## config.mk

```make
export PLATFORM = sky130hd
export DESIGN_NAME = tqv_trng_harvester
export DESIGN_NICKNAME = d
export VERILOG_FILES = /design/src/rtl/tqv_trng_harvester.sv
export SDC_FILE = /design/constraint.sdc
export NUM_CORES = 1
export LEC_CHECK = 0
export CAP_MARGIN = 10
export CORE_ASPECT_RATIO = 0.9
export CORE_MARGIN = 5
export CORE_UTILIZATION = 41
export CTS_CLUSTER_DIAMETER = 150
export DETAILED_ROUTE_END_ITERATION = 8
export PLACE_DENSITY = 0.94
export SYNTH_ARGS = -nofsm -noshare
export SYNTH_HDL_FRONTEND = slang
export SYNTH_SLANG_ARGS = --single-unit
export TNS_END_PERCENT = 5
```

## constraint.sdc

```tcl
create_clock -name clk -period 5.3 [get_ports clk]
set_input_delay 0.53 -clock clk [delete_from_list [all_inputs] [get_ports clk]]
set_output_delay 0.53 -clock clk [all_outputs]
set_load 0.005 [all_outputs]
```

## src/rtl/tqv_trng_harvester.sv

```systemverilog
// tqv_trng_harvester: autonomous TinyQV bus initiator for the trng_kietdang
// register block. It resets, seeds and enables the TRNG, then loops forever:
// request a sample, poll status, read both sample words, acknowledge, and
// hand the 64-bit result to a valid/ready consumer.
// Optional build macro: TQV_TRNG_HARVEST_CALIB_EN adds a calibration write
// pair (count to addr 2, CALIB|EN to addr 0) before INIT.
module tqv_trng_harvester #(
  parameter int POLL_TIMEOUT = 1024,
  parameter int CTRL_EN_BIT  = 2
) (
  input  logic        clk,
  input  logic        rst_n,
  input  logic        start,
  input  logic        stop,
  input  logic [63:0] seed,
  input  logic [31:0] calib_cycles,
  output logic [5:0]  bus_address,
  output logic [31:0] bus_wdata,
  output logic [1:0]  bus_write_n,
  output logic [1:0]  bus_read_n,
  input  logic [31:0] bus_rdata,
  input  logic        bus_ready,
  output logic        smp_valid,
  input  logic        smp_ready,
  output logic [63:0] smp_data,
  output logic        busy,
  output logic        error
);

  localparam int CNT_W = $clog2(POLL_TIMEOUT + 1);

  // Peripheral register map
  localparam logic [5:0] ADDR_CTRL0  = 6'd0;
  localparam logic [5:0] ADDR_CTRL1  = 6'd1;
`ifdef TQV_TRNG_HARVEST_CALIB_EN
  localparam logic [5:0] ADDR_CALIB  = 6'd2;
`endif
  localparam logic [5:0] ADDR_SEED0  = 6'd3;
  localparam logic [5:0] ADDR_SEED1  = 6'd4;
  localparam logic [5:0] ADDR_STATUS = 6'd13;
  localparam logic [5:0] ADDR_SMP0   = 6'd14;
  localparam logic [5:0] ADDR_SMP1   = 6'd15;

  // Control register 0 bit values
  localparam logic [31:0] CTRL_RST   = 32'h1;
  localparam logic [31:0] CTRL_EN    = 32'h1 << CTRL_EN_BIT;
  localparam logic [31:0] CTRL_INIT  = 32'h8;
`ifdef TQV_TRNG_HARVEST_CALIB_EN
  localparam logic [31:0] CTRL_CALIB = 32'h10;
`endif

  localparam logic [1:0] BUS_IDLE = 2'b11;
  localparam logic [1:0] BUS_W32  = 2'b10;

  typedef enum logic [3:0] {
    IDLE,
    W_RST,
    W_SEED0,
    W_SEED1,
`ifdef TQV_TRNG_HARVEST_CALIB_EN
    W_CAL,
    W_CALGO,
`endif
    W_INIT,
    W_RUN,
    W_REQ,
    POLL,
    RD0,
    RD1,
    W_ACK,
    PUSH,
    W_OFF
  } state_e;

  state_e             state_q, state_d;
  logic [CNT_W-1:0]   poll_cnt_q, poll_cnt_d;
  logic [CNT_W-1:0]   poll_cnt_inc;
  logic [63:0]        smp_data_q, smp_data_d;
  logic               error_q, error_d;

`ifndef TQV_TRNG_HARVEST_CALIB_EN
  logic unused_calib;
  assign unused_calib = ^calib_cycles;
`else
`endif

  assign poll_cnt_inc = poll_cnt_q + CNT_W'(1);

  // State register and datapath registers
  // NOTE: sequential state uses non-blocking assignments so every register
  // samples pre-edge values; blocking here would create order-dependent races.
  always_ff @(posedge clk or negedge rst_n) begin
    if (!rst_n) begin
      state_q    <= IDLE;
      poll_cnt_q <= '0;
      smp_data_q <= '0;
      error_q    <= 1'b0;
    end else begin
      state_q    <= state_d;
      poll_cnt_q <= poll_cnt_d;
      smp_data_q <= smp_data_d;
      error_q    <= error_d;
    end
  end

  // Next-state, register updates and bus drive decoded from the current state
  // NOTE: every signal assigned here gets a default first, so no path through
  // the case statement can leave one unassigned and infer a latch.
  always_comb begin
    state_d     = state_q;
    poll_cnt_d  = poll_cnt_q;
    smp_data_d  = smp_data_q;
    error_d     = error_q;
    bus_address = '0;
    bus_wdata   = '0;
    bus_write_n = BUS_IDLE;
    bus_read_n  = BUS_IDLE;

    case (state_q)
      IDLE: begin
        if (start) begin
          error_d = 1'b0;
          state_d = W_RST;
        end
      end
      W_RST: begin
        bus_write_n = BUS_W32;
        bus_address = ADDR_CTRL0;
        bus_wdata   = CTRL_RST;
        state_d     = W_SEED0;
      end
      W_SEED0: begin
        bus_write_n = BUS_W32;
        bus_address = ADDR_SEED0;
        bus_wdata   = seed[31:0];
        state_d     = W_SEED1;
      end
      W_SEED1: begin
        bus_write_n = BUS_W32;
        bus_address = ADDR_SEED1;
        bus_wdata   = seed[63:32];
`ifdef TQV_TRNG_HARVEST_CALIB_EN
        state_d     = W_CAL;
`else
        state_d     = W_INIT;
`endif
      end
`ifdef TQV_TRNG_HARVEST_CALIB_EN
      W_CAL: begin
        bus_write_n = BUS_W32;
        bus_address = ADDR_CALIB;
        bus_wdata   = calib_cycles;
        state_d     = W_CALGO;
      end
      W_CALGO: begin
        bus_write_n = BUS_W32;
        bus_address = ADDR_CTRL0;
        bus_wdata   = CTRL_CALIB | CTRL_EN;
        state_d     = W_INIT;
      end
`endif
      W_INIT: begin
        bus_write_n = BUS_W32;
        bus_address = ADDR_CTRL0;
        bus_wdata   = CTRL_INIT | CTRL_EN;
        state_d     = W_RUN;
      end
      W_RUN: begin
        bus_write_n = BUS_W32;
        bus_address = ADDR_CTRL0;
        bus_wdata   = CTRL_EN;
        state_d     = W_REQ;
      end
      W_REQ: begin
        bus_write_n = BUS_W32;
        bus_address = ADDR_CTRL1;
        bus_wdata   = 32'h1;
        poll_cnt_d  = '0;
        state_d     = POLL;
      end
      POLL: begin
        // Each ready cycle completes one status read; a not-ready status
        // simply rolls straight into the next read.
        bus_read_n  = BUS_W32;
        bus_address = ADDR_STATUS;
        if (bus_ready) begin
          if (bus_rdata[0]) begin
            state_d = RD0;
          end else if (poll_cnt_inc == CNT_W'(POLL_TIMEOUT)) begin
            error_d = 1'b1;
            state_d = W_OFF;
          end else begin
            poll_cnt_d = poll_cnt_inc;
          end
        end
      end
      RD0: begin
        bus_read_n  = BUS_W32;
        bus_address = ADDR_SMP0;
        if (bus_ready) begin
          smp_data_d[31:0] = bus_rdata;
          state_d          = RD1;
        end
      end
      RD1: begin
        bus_read_n  = BUS_W32;
        bus_address = ADDR_SMP1;
        if (bus_ready) begin
          smp_data_d[63:32] = bus_rdata;
          state_d           = W_ACK;
        end
      end
      W_ACK: begin
        bus_write_n = BUS_W32;
        bus_address = ADDR_CTRL1;
        bus_wdata   = 32'h0;
        state_d     = PUSH;
      end
      PUSH: begin
        // stop only matters at the handshake that retires a sample
        if (smp_ready) begin
          state_d = stop ? W_OFF : W_REQ;
        end
      end
      W_OFF: begin
        bus_write_n = BUS_W32;
        bus_address = ADDR_CTRL0;
        bus_wdata   = 32'h0;
        state_d     = IDLE;
      end
      default: state_d = IDLE;
    endcase
  end

  assign smp_valid = (state_q == PUSH);
  assign smp_data  = smp_data_q;
  assign busy      = (state_q != IDLE);
  assign error     = error_q;

endmodule
```

# [Yosys cells after proc, flatten, opt, wreduce, memory -nomap -nowiden]
# Cells that the tools add are included.
[word_totals] register_bits=80 inputBits=134 output_inout_bits=109 wordCells=63
[classes] addsub=1 n_eq_ne=22 mux=22 reduce_logical=13
[ops] op="one-hot mux 32 bit (5 select lines)" n=1
[ops] op="one-hot mux 4 bit (12 select lines)" n=1
[ops] op="two-way mux 11 bit" n=3
[ops] op="two-way mux 4 bit" n=8
[ops] op="one-hot mux 4 bit (6 select lines)" n=1
[ops] op="one-hot mux 11 bit (2 select lines)" n=1
[ops] op="== test 4 bit, second input constant" n=5
[ops] op="== test 4 x 3 -> 1 bit, second input constant" n=4
[ops] op="inequality test 2 bit, second input constant" n=7
[ops] op="adder 11 x 1 -> 11 bit, second input constant" n=1
[ops] op="== test 11 bit, second input constant" n=1
[ops] op="== test 4 x 2 -> 1 bit, second input constant" n=2
[ops] op="OR reduction 8 bit" n=1
[ops] op="two-way mux 1 bit" n=6
[ops] op="AND reduction 6 bit" n=1
[ops] op="AND reduction 5 bit" n=1
[ops] op="== test 4 x 1 -> 1 bit, second input constant" n=1
[ops] op="logical NOT 4 bit" n=1
[ops] op="AND reduction 2 bit" n=2
[ops] op="AND reduction 4 bit" n=1
[ops] op="nonzero test 2 bit" n=2
[ops] op="nonzero test 4 bit" n=1
[ops] op="OR reduction 2 bit" n=2
[ops] op="inequality test 3 bit, second input constant" n=1
[ops] op="3 further kinds" n=3

# [Logic depth before layout (Yosys ltp)]
# Gate-level depths: netlist of run 1.
[logic_depth] word_depth=6 mapped_depth=7 ltp_nobuf=7

# [Worst setup path before layout of run 1]
# OpenSTA, ideal clock, no wires.
[synth_path] kind="register to output" start="reg state_q[0]" end="out bus_wdata[14]" arrival_ns=1.572 required_ns=4.770 path_slack_ns=3.198 stages_incl_launch_ff=7 n_path_buf=2 path_cell_list="dfrtp_1 > inv_1 > nand2_1 > nor3_1 > clkbuf_1 > buf_1 > a22o_1"
[synth_between] elab_chain_cells=3 word_cells_on_any_way=8 classes_between="6 x eq/ne; 1 x mux; 1 x reduce/logical"
[synth_lines] element="start: declaration" line="75" text="state_e state_q, state_d;"
[synth_lines] element="start signal: assignment" line="99" text="state_q <= state_d;"
[synth_lines] element="== test 4 x 3 -> 1 bit / == test 4 x 1 -> 1 bit (equally long branches)" line="119" text="case (state_q)"
[synth_lines] element="OR reduction 2 bit (no source line)"
[synth_lines] element="one-hot mux 32 bit (5 select lines) (*)" line="119"
[synth_lines] element="end: declaration" line="18" text="output logic [31:0] bus_wdata,"
# Every way passes the cells marked *; elsewhere a longest branch is shown, timed or not.

# [Final worst setup path of run 1]
[layout_path] start="reg state_q[1]" end="out bus_address[3]"
[layout_between] elab_chain_cells=3 word_cells_on_any_way=9 classes_between="7 x eq/ne; 1 x mux; 1 x reduce/logical"
[layout_lines] element="== test 4 bit / == test 4 x 3 -> 1 bit (equally long branches)" line="119"
[layout_lines] element="OR reduction 2 bit (no source line)"
[layout_lines] element="one-hot mux 4 bit (6 select lines) (*)" line="119"
[layout_lines] element="end: declaration" line="17" text="output logic [5:0] bus_address,"
# Marked as above.

==> out/metrics.yaml, run 1 <==
run_status:
  status: "finished clean"
worst_setup_path:
  crit_required_ps: 4770
  arrival_ps: 2960
  path_cells: "nand2_1, nor2_1, nor2_1, inv_1, clkdlybuf4s50_1"
  r2r-start: "state_q[1]"
  slowest_stage: "nor2_1"
  cp-end-kind: "output port"
  crit_top_cell: "nor2_1"
  start_kind: "flop"
  startpoint: "state_q[1]"
  cp_max_fo: 17
  path_class: "flop to output port"
  critPathMaxStageDelay_ps: 740
placement:
  io_buffer_count: 206
  globalplace.congestion: 0.855
  dp_hpwl_mm: 10.1
timing:
  relSlewSlack: 0.335
  worst_slew_pin_slew_ps: 997
  rsz0062_at_grt: "false"
  fin_crit_sh: 0.659
  skew_ps: 15.4
  setup_viol: 0
  fin_setup_tns_ps: 0
  final-hold-violation-count: 0
  fmax_ghz: 0.287
  fin_crit_ps: 3490
  maxSlewViolCount: 0
global_route:
  grt_pass1_vias: 3999
  gr-total-overflow: 0
  grtUsageTotal: 0.214
  grt_pass1_wl_mm: 20.4
  antenna_found_initial: 0
  grt_max_degree: 81
drt:
  vias_per_cell: 5.37
  route.detailed.wl_per_inst_um: 19.3
  wl_mm: 13.1
  antenna_left: 0
  first_pass_iters: 4
  num_vias: 3648
  drtIter0Drc: 410
  remaining_drc_errors: 0
min_path:
  hold_class: "primary input to asynchronous set/reset pin"
layout:
  fin_nets: 684
  final_layout_size_suffix_gt1_frac: 0.168
  syn_to_final_growth_pct: 57.1
  diodes: 0
clock_network:
  htree_num_levels: 3
  cts_setup_buffers: 0
  cts_buffer_depth: 2
  cts_buffers: 9
  clkSinkCount: 80
  clock-root-buffer: "clkbuf_8"
  post_cts_resized: 0
  cts-hold-fix-buffers: 0
  cts_tree: "built"
  clk_pin_slew_ps: 90
  clk_latency_ps: 350
yosys:
  ys_ff_latch: 80
  yosys.area.top_type: "dfrtp_1"
  synth.distinct_cells: 52
  syn_inst: 354
  netlist_top_cells_area: "dfrtp_1 (49%), mux2_2 (17%), a22o_1 (6.2%)"
  synth_area_per_cell_um2: 11.5
  synth_top_area_frac: 0.492
  ys_seq_area_frac: 0.492
  syn-cell-area_um2: 4070
  yosysWarningCount: 0
die:
  rows: 34
  coreArea_um2: 9700
  dieArea_um2: 12000
  dieHeight_um: 104
  die_w_um: 115
  io_pins: 243
  initial_core_util: 0.419
power:
  peakVddDrop_uv: 330
  power_w: 0.00284
  p_leak_nw: 2.85
  pwr_density_cell_nw_per_um2: 445
job:
  drv_cap: 0
==> Yosys cell counts (all sizes together) <==
library cell and number:
mux2 67, a22o 29, nand4b 1, a32o 2, nor2b 7, buf 16
a31oi 3, o41ai 1, or4 1, nor4b 1, conb 2, nand4 2
nand2b 3, o21ai 8, ha 2, dfrtp 80, nor2 21, o2bb2ai 2
nor3b 1, nor4 2, a211o 4, and3 4, clkbuf 12, o221ai 1
o22ai 2, a2bb2oi 1, o32a 1, xnor2 2, nand4bb 1, or3 2
nor3 11, mux2i 2, nand2 20, inv 6, a21oi 13, o22a 2
o311a 1, and2b 1, o211ai 4, a21o 3, and2 1, nand3 9
==> per-layer routing <==
metal / part of all wire / track usage / up-vias
met1: 0.36 / 0.239 / 1783
li1: - / - / 1685
met4: 0.024 / 0.0738 / 0
met5: 0 / 0 / -
met3: 0.068 / 0.0529 / 31
met2: 0.55 / 0.390 / 149
==> registers in the layout, summed over array words and instances (netlist names) <==
name / count
smp_data: 64
poll_cnt_q: 11
state_q: 4
error: 1
==> path summary, 6_finish.rpt <==
| kind | endpoint | slack, ps | cells after the start |
|---|---|---|---|
| max | bus_address[3] | 1810 | 5 |
| min | smp_data[33] | 330 | 1 |
| max reg2reg | state_q[2] | 2510 | 6 |
| min reg2reg | smp_data[38] | 500 | 1 |
| max in group asynchronous | state_q[3] | 4320 | 1 |
| min in group clk | smp_data[38] | 500 | 1 |
==> power by group <==
| part | switching, W | internal [W] | leakage [nW] |
|---|---|---|---|
| clock network | 0.000229 | 0.000221 | 0.101 |
| registers | 0.000173 | 0.000812 | 1.08 |
| logic | 0.000524 | 0.000881 | 1.67 |
==> cell usage in the layout (no fill, tap or decap), types with 4 or more instances in the layout <==
| master | netlist | final |
|---|---|---|
| clkdlybuf4s50_1 | 0 | 205 |
| dfrtp_1 | 80 | 80 |
| mux2_2 | 62 | 62 |
| a22o_1 | 29 | 29 |
| nor2_1 | 21 | 21 |
| nand2_1 | 20 | 20 |
| a21oi_1 | 13 | 13 |
| clkbuf_8 | 0 | 9 |
| nor3_1 | 10 | 8 |
| nor2b_1 | 7 | 7 |
| o21ai_0 | 7 | 7 |
| nand3_1 | 8 | 7 |
| inv_1 | 6 | 6 |
| mux2_1 | 5 | 5 |
| a211o_1 | 4 | 4 |
| conb_1 | 2 | 4 |
| buf_4 | 4 | 4 |
==> cell type report <==
| type | instances | area (um2) |
|---|---|---|
| Fill cell | 731 | 3310 |
| Timing Repair Buffer | 209 | 2080 |
| Sequential cell | 80 | 2000 |
| Multi-Input combinational cell | 242 | 1930 |
| Tap cell | 126 | 158 |
| Clock buffer | 10 | 128 |
| Clock inverter | 6 | 66.3 |
| Inverter | 6 | 22.5 |
==> logic make-up (layout without fill, tap and decap cells) <==
kind of cell               after synthesis  count (layout)  share of synthesized area
and+or+nand+nor                         88              88                      0.115
DFF                                     80              80                      0.492
AOI/OAI and AO/OA                       77              77                      0.151
muxes                                   69              69                      0.191
buffers and inverters                   34             231                     0.0388
adders and majority gates                2               2                    0.00615
other                                    2               4                    0.00185
xor gates and xnor gates                 2               2                    0.00431
==> stage by stage <==
step | std cells | hold WS (ps) | util | setup slack [ps] | cell area, um2
5_1_grt | 679 | 410 | 0.658 | 1630 | 6390
4_1_cts | 679 | 374 | 0.658 | 1860 | 6390
2_1_floorplan | 356 | 234 | - | 3200 | 4070
3_5_place_dp | 663 | 485 | 0.638 | 2260 | 6190
3_3_place_gp | 663 | 474 | 0.638 | 2330 | 6190
6_report | 679 | 328 | 0.658 | 1810 | 6390
==> worst max-delay path: cells and delay by family, from the launching register on <==
kind                   cells  cell delay [ps]
AND/OR/NAND/NOR            3             1330
flip-flops                 1              680
buffers and inverters      2              600
(Power assumes the default switching activity.)
==> run 2: changes to the inputs <==
--- a/config.mk
+++ b/config.mk
@@ -8,10 +8,10 @@
 export CAP_MARGIN = 10
 export CORE_ASPECT_RATIO = 0.9
 export CORE_MARGIN = 5
-export CORE_UTILIZATION = 41
+export CORE_UTILIZATION = 38
 export CTS_CLUSTER_DIAMETER = 150
 export DETAILED_ROUTE_END_ITERATION = 8
-export PLACE_DENSITY = 0.94
+export PLACE_DENSITY = 0.88
 export SYNTH_ARGS = -nofsm -noshare
 export SYNTH_HDL_FRONTEND = slang
 export SYNTH_SLANG_ARGS = --single-unit
==> constraint.sdc (replaced) <==
create_clock -name clk -period 3.5 [get_ports clk]
set_input_delay 0.35 -clock clk [delete_from_list [all_inputs] [get_ports clk]]
set_output_delay 0.35 -clock clk [all_outputs]
set_load 0.005 [all_outputs]
==> out/metrics.yaml, run 2 (synthesis results as in run 1) <==
layout:
  fillers: 779  # was 731
  diodes: 0  # unchanged
  fin_cells: 685  # was 679
  layout_common_cells: "clkdlybuf4s50_1 (205), dfrtp_1 (80), mux2_2 (62)"  # unchanged
  seq_area_um2: 2000  # unchanged
  fin_nets: 687  # was 684
  multi_input_comb_area_um2: 1920  # was 1930 um2
  final_layout_size_suffix_gt1_frac: 0.173  # was 0.168
  syn_to_final_growth_pct: 60.5  # was 57.1%
  largest_register_ffs: 64  # unchanged
  final_common_cell: "clkdlybuf4s50_1"  # unchanged
power:
  peakVddDrop_uv: 471  # was 330 uV
  p_leak_nw: 2.92  # was 2.85 nW
  combinationalPowerShare: 0.464  # was 0.495
  pwr_density_cell_nw_per_um2: 708  # was 445 nW/um2
  clockPowerShare: 0.211  # was 0.158
  p_switching_w: 0.00146  # was 0.000925 W
  power_frac_seq: 0.325  # was 0.347
  p_int_w: 0.00316  # was 0.00191 W
  switching_share: 0.316  # was 0.326
clock_network:
  clk_pin_slew_ps: 60  # was 90 ps
  cts_tree: "built"  # unchanged
  clk_latency_ps: 330  # was 350 ps
  cts-hold-fix-buffers: 0  # unchanged
  cts_buffer_depth: 2  # unchanged
  clock-root-buffer: "clkbuf_16"  # was clkbuf_8
  post_cts_resized: 0  # unchanged
  cts_setup_buffers: 0  # unchanged
  clkSinkCount: 80  # unchanged
  htree_num_levels: 3  # unchanged
  cts_buffers: 9  # unchanged
timing:
  rsz0062_at_grt: "false"  # unchanged
  skew_ps: 5.74  # was 15.4 ps
  fin_setup_tns_ps: 0  # unchanged
  worst_slew_pin_slew_ps: 993  # was 997 ps
  setup_viol: 0  # unchanged
  fin_crit_ps: 2960
  fmax_ghz: 0.338
  final-hold-violation-count: 0  # unchanged
  maxSlewViolCount: 0  # unchanged
  relSlewSlack: 0.338  # was 0.335
  fin_crit_sh: 0.844
global_route:
  antenna_found_initial: 0  # unchanged
  grt_pass1_wl_mm: 20.9  # was 20.4 mm
  gr-total-overflow: 0  # unchanged
  grt_pass1_vias: 3849  # was 3999
  grtUsageTotal: 0.203  # was 0.214
  grt_max_degree: 81  # unchanged
worst_setup_path:
  cp_top_family: "buffers and inverters"  # was simple AND/OR/NAND/NOR gates
  cp_max_fo: 30  # was 17
  critPathMaxStageDelay_ps: 690  # was 740 ps
  reg2reg_depth: 7  # was 6
  cp-end-kind: "output port"  # unchanged
  crit_required_ps: 3150  # was 4770 ps
  startpoint: "state_q[1]"  # unchanged
  start_kind: "flop"  # unchanged
  cp-endpoint: "bus_wdata[25]"  # was bus_address[3]
  worst-r2r-setup-slack_ps: 1190  # was 2510 ps
  arrival_ps: 2610  # was 2960 ps
  path_class: "flop to output port"  # unchanged
  path_buf_inv: 2  # unchanged
  path_depth: 5  # unchanged
  slowest_stage: "dfrtp_1"  # was nor2_1
  path_cells: "nand2_1, nor3_2, buf_4, a22o_1, clkdlybuf4s50_1"  # was nand2_1, nor2_1, nor2_1, inv_1, clkdlybuf4s50_1
  r2r-start: "poll_cnt_q[0]"  # was state_q[1]
  r2r-end: "poll_cnt_q[7]"  # was state_q[2]
drt:
  vias_per_cell: 5.40  # was 5.37
  remaining_drc_errors: 0  # unchanged
  drtIter0Drc: 377  # was 410
  antenna_left: 0  # unchanged
  route.detailed.wl_per_inst_um: 19.7  # was 19.3 um
  num_vias: 3702  # was 3648
  first_pass_iters: 5  # was 4
  wl_mm: 13.5  # was 13.1 mm
die:
  rows: 35  # was 34
  dieArea_um2: 12900  # was 12000 um2
  coreArea_um2: 10300  # was 9700 um2
  die_w_um: 119  # was 115 um
  initial_core_util: 0.393  # was 0.419
  dieHeight_um: 108  # was 104 um
  io_pins: 243  # unchanged
placement:
  globalplace.congestion: 0.795  # was 0.855
  dp_hpwl_mm: 10.1  # about the same
  dp.cells: 669  # was 663
  io_buffer_count: 206  # unchanged
run_status:
  status: "finished clean"  # unchanged
min_path:
  hold_class: "primary input to asynchronous set/reset pin"  # unchanged
job:
  drv_cap: 0  # unchanged
==> run 2: how the worst min path moves through the flow <==
stage                         endpoint  slack, ps  depth (start not counted)
after CTS                 smp_data[43]        220                          1
after detailed placement  smp_data[57]        480                          1
after global placement    smp_data[57]        480                          1
after floorplan                  error         50                          0
after global routing      smp_data[14]        280                          1
final                     smp_data[14]        180                          1
==> run 2: final cells by class <==
type | instances | share of cell area
inverter | 6 | 0.00345
clock inverter | 6 | 0.0111
tap | 129 | 0.0247
timing repair buffer | 212 | 0.323
clock buffer | 10 | 0.0366
multi-input combinational | 242 | 0.295
sequential | 80 | 0.307
==> run 2: power by group through the flow <==
stage / clock network (W) / logic, W / registers (W)
after floorplan: 0 / 0.000870 / 0.00143
after global placement: 0 / 0.00208 / 0.00147
after detailed placement: 0 / 0.00214 / 0.00151
after CTS: 0.000990 / 0.00216 / 0.00150
after global routing: 0.00104 / 0.00229 / 0.00155
final: 0.000976 / 0.00214 / 0.00150
==> run 2: through the flow <==
step	setup WS, ps	cell area, um2	total power, W	util	hold slack, ps
final	545	6530	0.00462	0.631	183
after CTS	613	6530	0.00465	0.631	219
after floorplan	1530	4070	0.00230	-	54.4
after global placement	1020	6210	0.00356	0.601	476
after detailed placement	997	6210	0.00364	0.601	482
after global routing	392	6530	0.00488	0.631	275
==> run 2: layer usage <==
metal | part of all wire | GRT usage | up-vias
met5 | 0 | 0 | -
met1 | 0.36 | 0.230 | 1815
met4 | 0.022 | 0.0620 | 0
li1 | - | - | 1695
met2 | 0.54 | 0.370 | 162
met3 | 0.075 | 0.0617 | 30
==> run 3: changes to the inputs <==
==> constraint.sdc (replaced) <==
create_clock -name clk -period 3 [get_ports clk]
set_input_delay 0.3 -clock clk [delete_from_list [all_inputs] [get_ports clk]]
set_output_delay 0.3 -clock clk [all_outputs]
set_load 0.005 [all_outputs]
==> out/metrics.yaml, run 3 (synthesis results as in run 1) <==
clock_network:
  cts_setup_buffers: 0  # unchanged
  clock-root-buffer: "clkbuf_16"  # unchanged
  clkSinkCount: 80  # unchanged
  cts-hold-fix-buffers: 0  # unchanged
  cts_buffers: 9  # unchanged
  htree_num_levels: 3  # unchanged
  clk_pin_slew_ps: 60  # about the same
  post_cts_resized: 0  # unchanged
  clk_latency_ps: 330  # about the same
  cts_tree: "built"  # unchanged
  cts_buffer_depth: 2  # unchanged
layout:
  final_area_um2: 6570  # was 6530 um2
  syn_to_final_growth_pct: 61.5  # was 60.5%
  largest_register_ffs: 64  # unchanged
  final_common_cell: "clkdlybuf4s50_1"  # unchanged
  finish.utilization: 0.635  # was 0.631
  diodes: 0  # unchanged
  final_layout_size_suffix_gt1_frac: 0.176  # was 0.173
  fin_nets: 689  # was 687
  layout_common_cells: "clkdlybuf4s50_1 (205), dfrtp_1 (80), mux2_2 (62)"  # unchanged
global_route:
  grt_max_degree: 81  # unchanged
  grt_pass1_wl_mm: 21.4  # was 20.9 mm
  top_usage_layer: "met2"  # unchanged
  grt.met1_usage: 0.240  # was 0.230
  use_met2: 0.386  # was 0.370
  grtUsageTotal: 0.208  # was 0.203
  use_met3: 0.0533  # was 0.0617
  grt_pass1_vias: 3869  # was 3849
  gr-total-overflow: 0  # unchanged
  antenna_found_initial: 0  # unchanged
timing:
  fin_crit_ps: 2710
  fmax_ghz: 0.369
  fin_setup_tns_ps: 0  # unchanged
  fin_crit_sh: 0.903
  maxSlewViolCount: 0  # unchanged
  relSlewSlack: 0.359  # was 0.338
  rsz0062_at_grt: "false"  # unchanged
  worst_slew_pin_slew_ps: 962  # was 993 ps
  final-hold-violation-count: 0  # unchanged
  skew_ps: 8.41  # was 5.74 ps
  setup_viol: 0  # unchanged
worst_setup_path:
  arrival_ps: 2410  # was 2610 ps
  critPathMaxStageDelay_ps: 550  # was 690 ps
  crit_required_ps: 2700  # was 3150 ps
  cp_max_fo: 29  # was 30
  cp-end-kind: "output port"  # unchanged
  path_class: "flop to output port"  # unchanged
  slowest_stage: "dfrtp_1"  # unchanged
  cp_top_family: "buffers and inverters"  # unchanged
  start_kind: "flop"  # unchanged
  path_buf_inv: 3  # was 2
  path_cells: "inv_1, nand2_1, nor3_2, buf_4, a22o_1, clkdlybuf4s50_1"  # was nand2_1, nor3_2, buf_4, a22o_1, clkdlybuf4s50_1
placement:
  postPlaceCellArea_um2: 6230  # was 6210 um2
  globalplace.congestion: 0.844  # was 0.795
  dp_hpwl_mm: 10.2  # was 10.1 mm
  io_buffer_count: 206  # unchanged
die:
  coreArea_um2: 10300  # unchanged
  dieHeight_um: 108  # unchanged
  initial_core_util: 0.393  # unchanged
  die_w_um: 119  # unchanged
  io_pins: 243  # unchanged
  dieArea_um2: 12900  # unchanged
  rows: 35  # unchanged
drt:
  first_pass_iters: 5  # unchanged
  remaining_drc_errors: 0  # unchanged
  drtIter0Drc: 306  # was 377
  wl_mm: 13.8  # was 13.5 mm
  route.detailed.wl_per_inst_um: 20.0  # was 19.7 um
  num_vias: 3657  # was 3702
  vias_per_cell: 5.32  # was 5.40
  antenna_left: 0  # unchanged
power:
  pwr_density_cell_nw_per_um2: 837  # was 708 nW/um2
  peakVddDrop_uv: 558  # was 471 uV
  p_leak_nw: 2.93  # was 2.92 nW
run_status:
  status: "finished clean"  # unchanged
min_path:
  hold_class: "primary input to asynchronous set/reset pin"  # unchanged
job:
  drv_cap: 0  # unchanged
[run 3: final cells by class]
class                   instances  area (um2)
fillers                       755        3770
repair buffers                214        2120
flip-flops and latches         80        2000
multi-input cells             242        1920
clock buffers                  11         253
well taps                     129         161
clock inverters                 5        85.1
inverters                       6        22.5
[run 3: worst register-to-register path: stages (launching register included)]
cell and delay (ps):
dfrtp_1 450, ha_1 320, or3_1 370, o211ai_1 140, o311a_2 240, o221ai_4 170
o211ai_4 390, a211o_1 200
[run 3: metrics by stage]
step	total power (W)	std cells	hold WS (ps)	setup WS, ps
after detailed placement	0.00427	671	480	675
after floorplan	0.00268	356	4.41	1030
final	0.00550	687	119	290
after global routing	0.00579	687	226	154
after CTS	0.00553	687	160	300
after global placement	0.00417	671	476	707
[run 3: worst paths after layout]
| kind | start | endpoint | slack, ps | depth (start not counted) |
|---|---|---|---|---|
| max reg2reg | poll_cnt_q[0] | poll_cnt_q[4] | 670 | 7 |
| min reg2reg | smp_data[38] | smp_data[38] | 490 | 1 |
| max | state_q[0] | bus_wdata[1] | 290 | 6 |
| max in group asynchronous | rst_n | poll_cnt_q[0] | 2260 | 1 |
| min | rst_n | smp_data[11] | 120 | 1 |
| min in group clk | smp_data[38] | smp_data[38] | 490 | 1 |
[run 3: power by group]
part           internal (W)  switching [W]  leakage [nW]
Clock              0.000780       0.000440         0.163
Sequential          0.00144       0.000305          1.08
Combinational       0.00158       0.000949          1.69
[run 3: layer usage]
metal	share of wire	wire [um]
met5	0	0
met1	0.37	5130
met4	0.014	189
met2	0.55	7610
met3	0.060	832
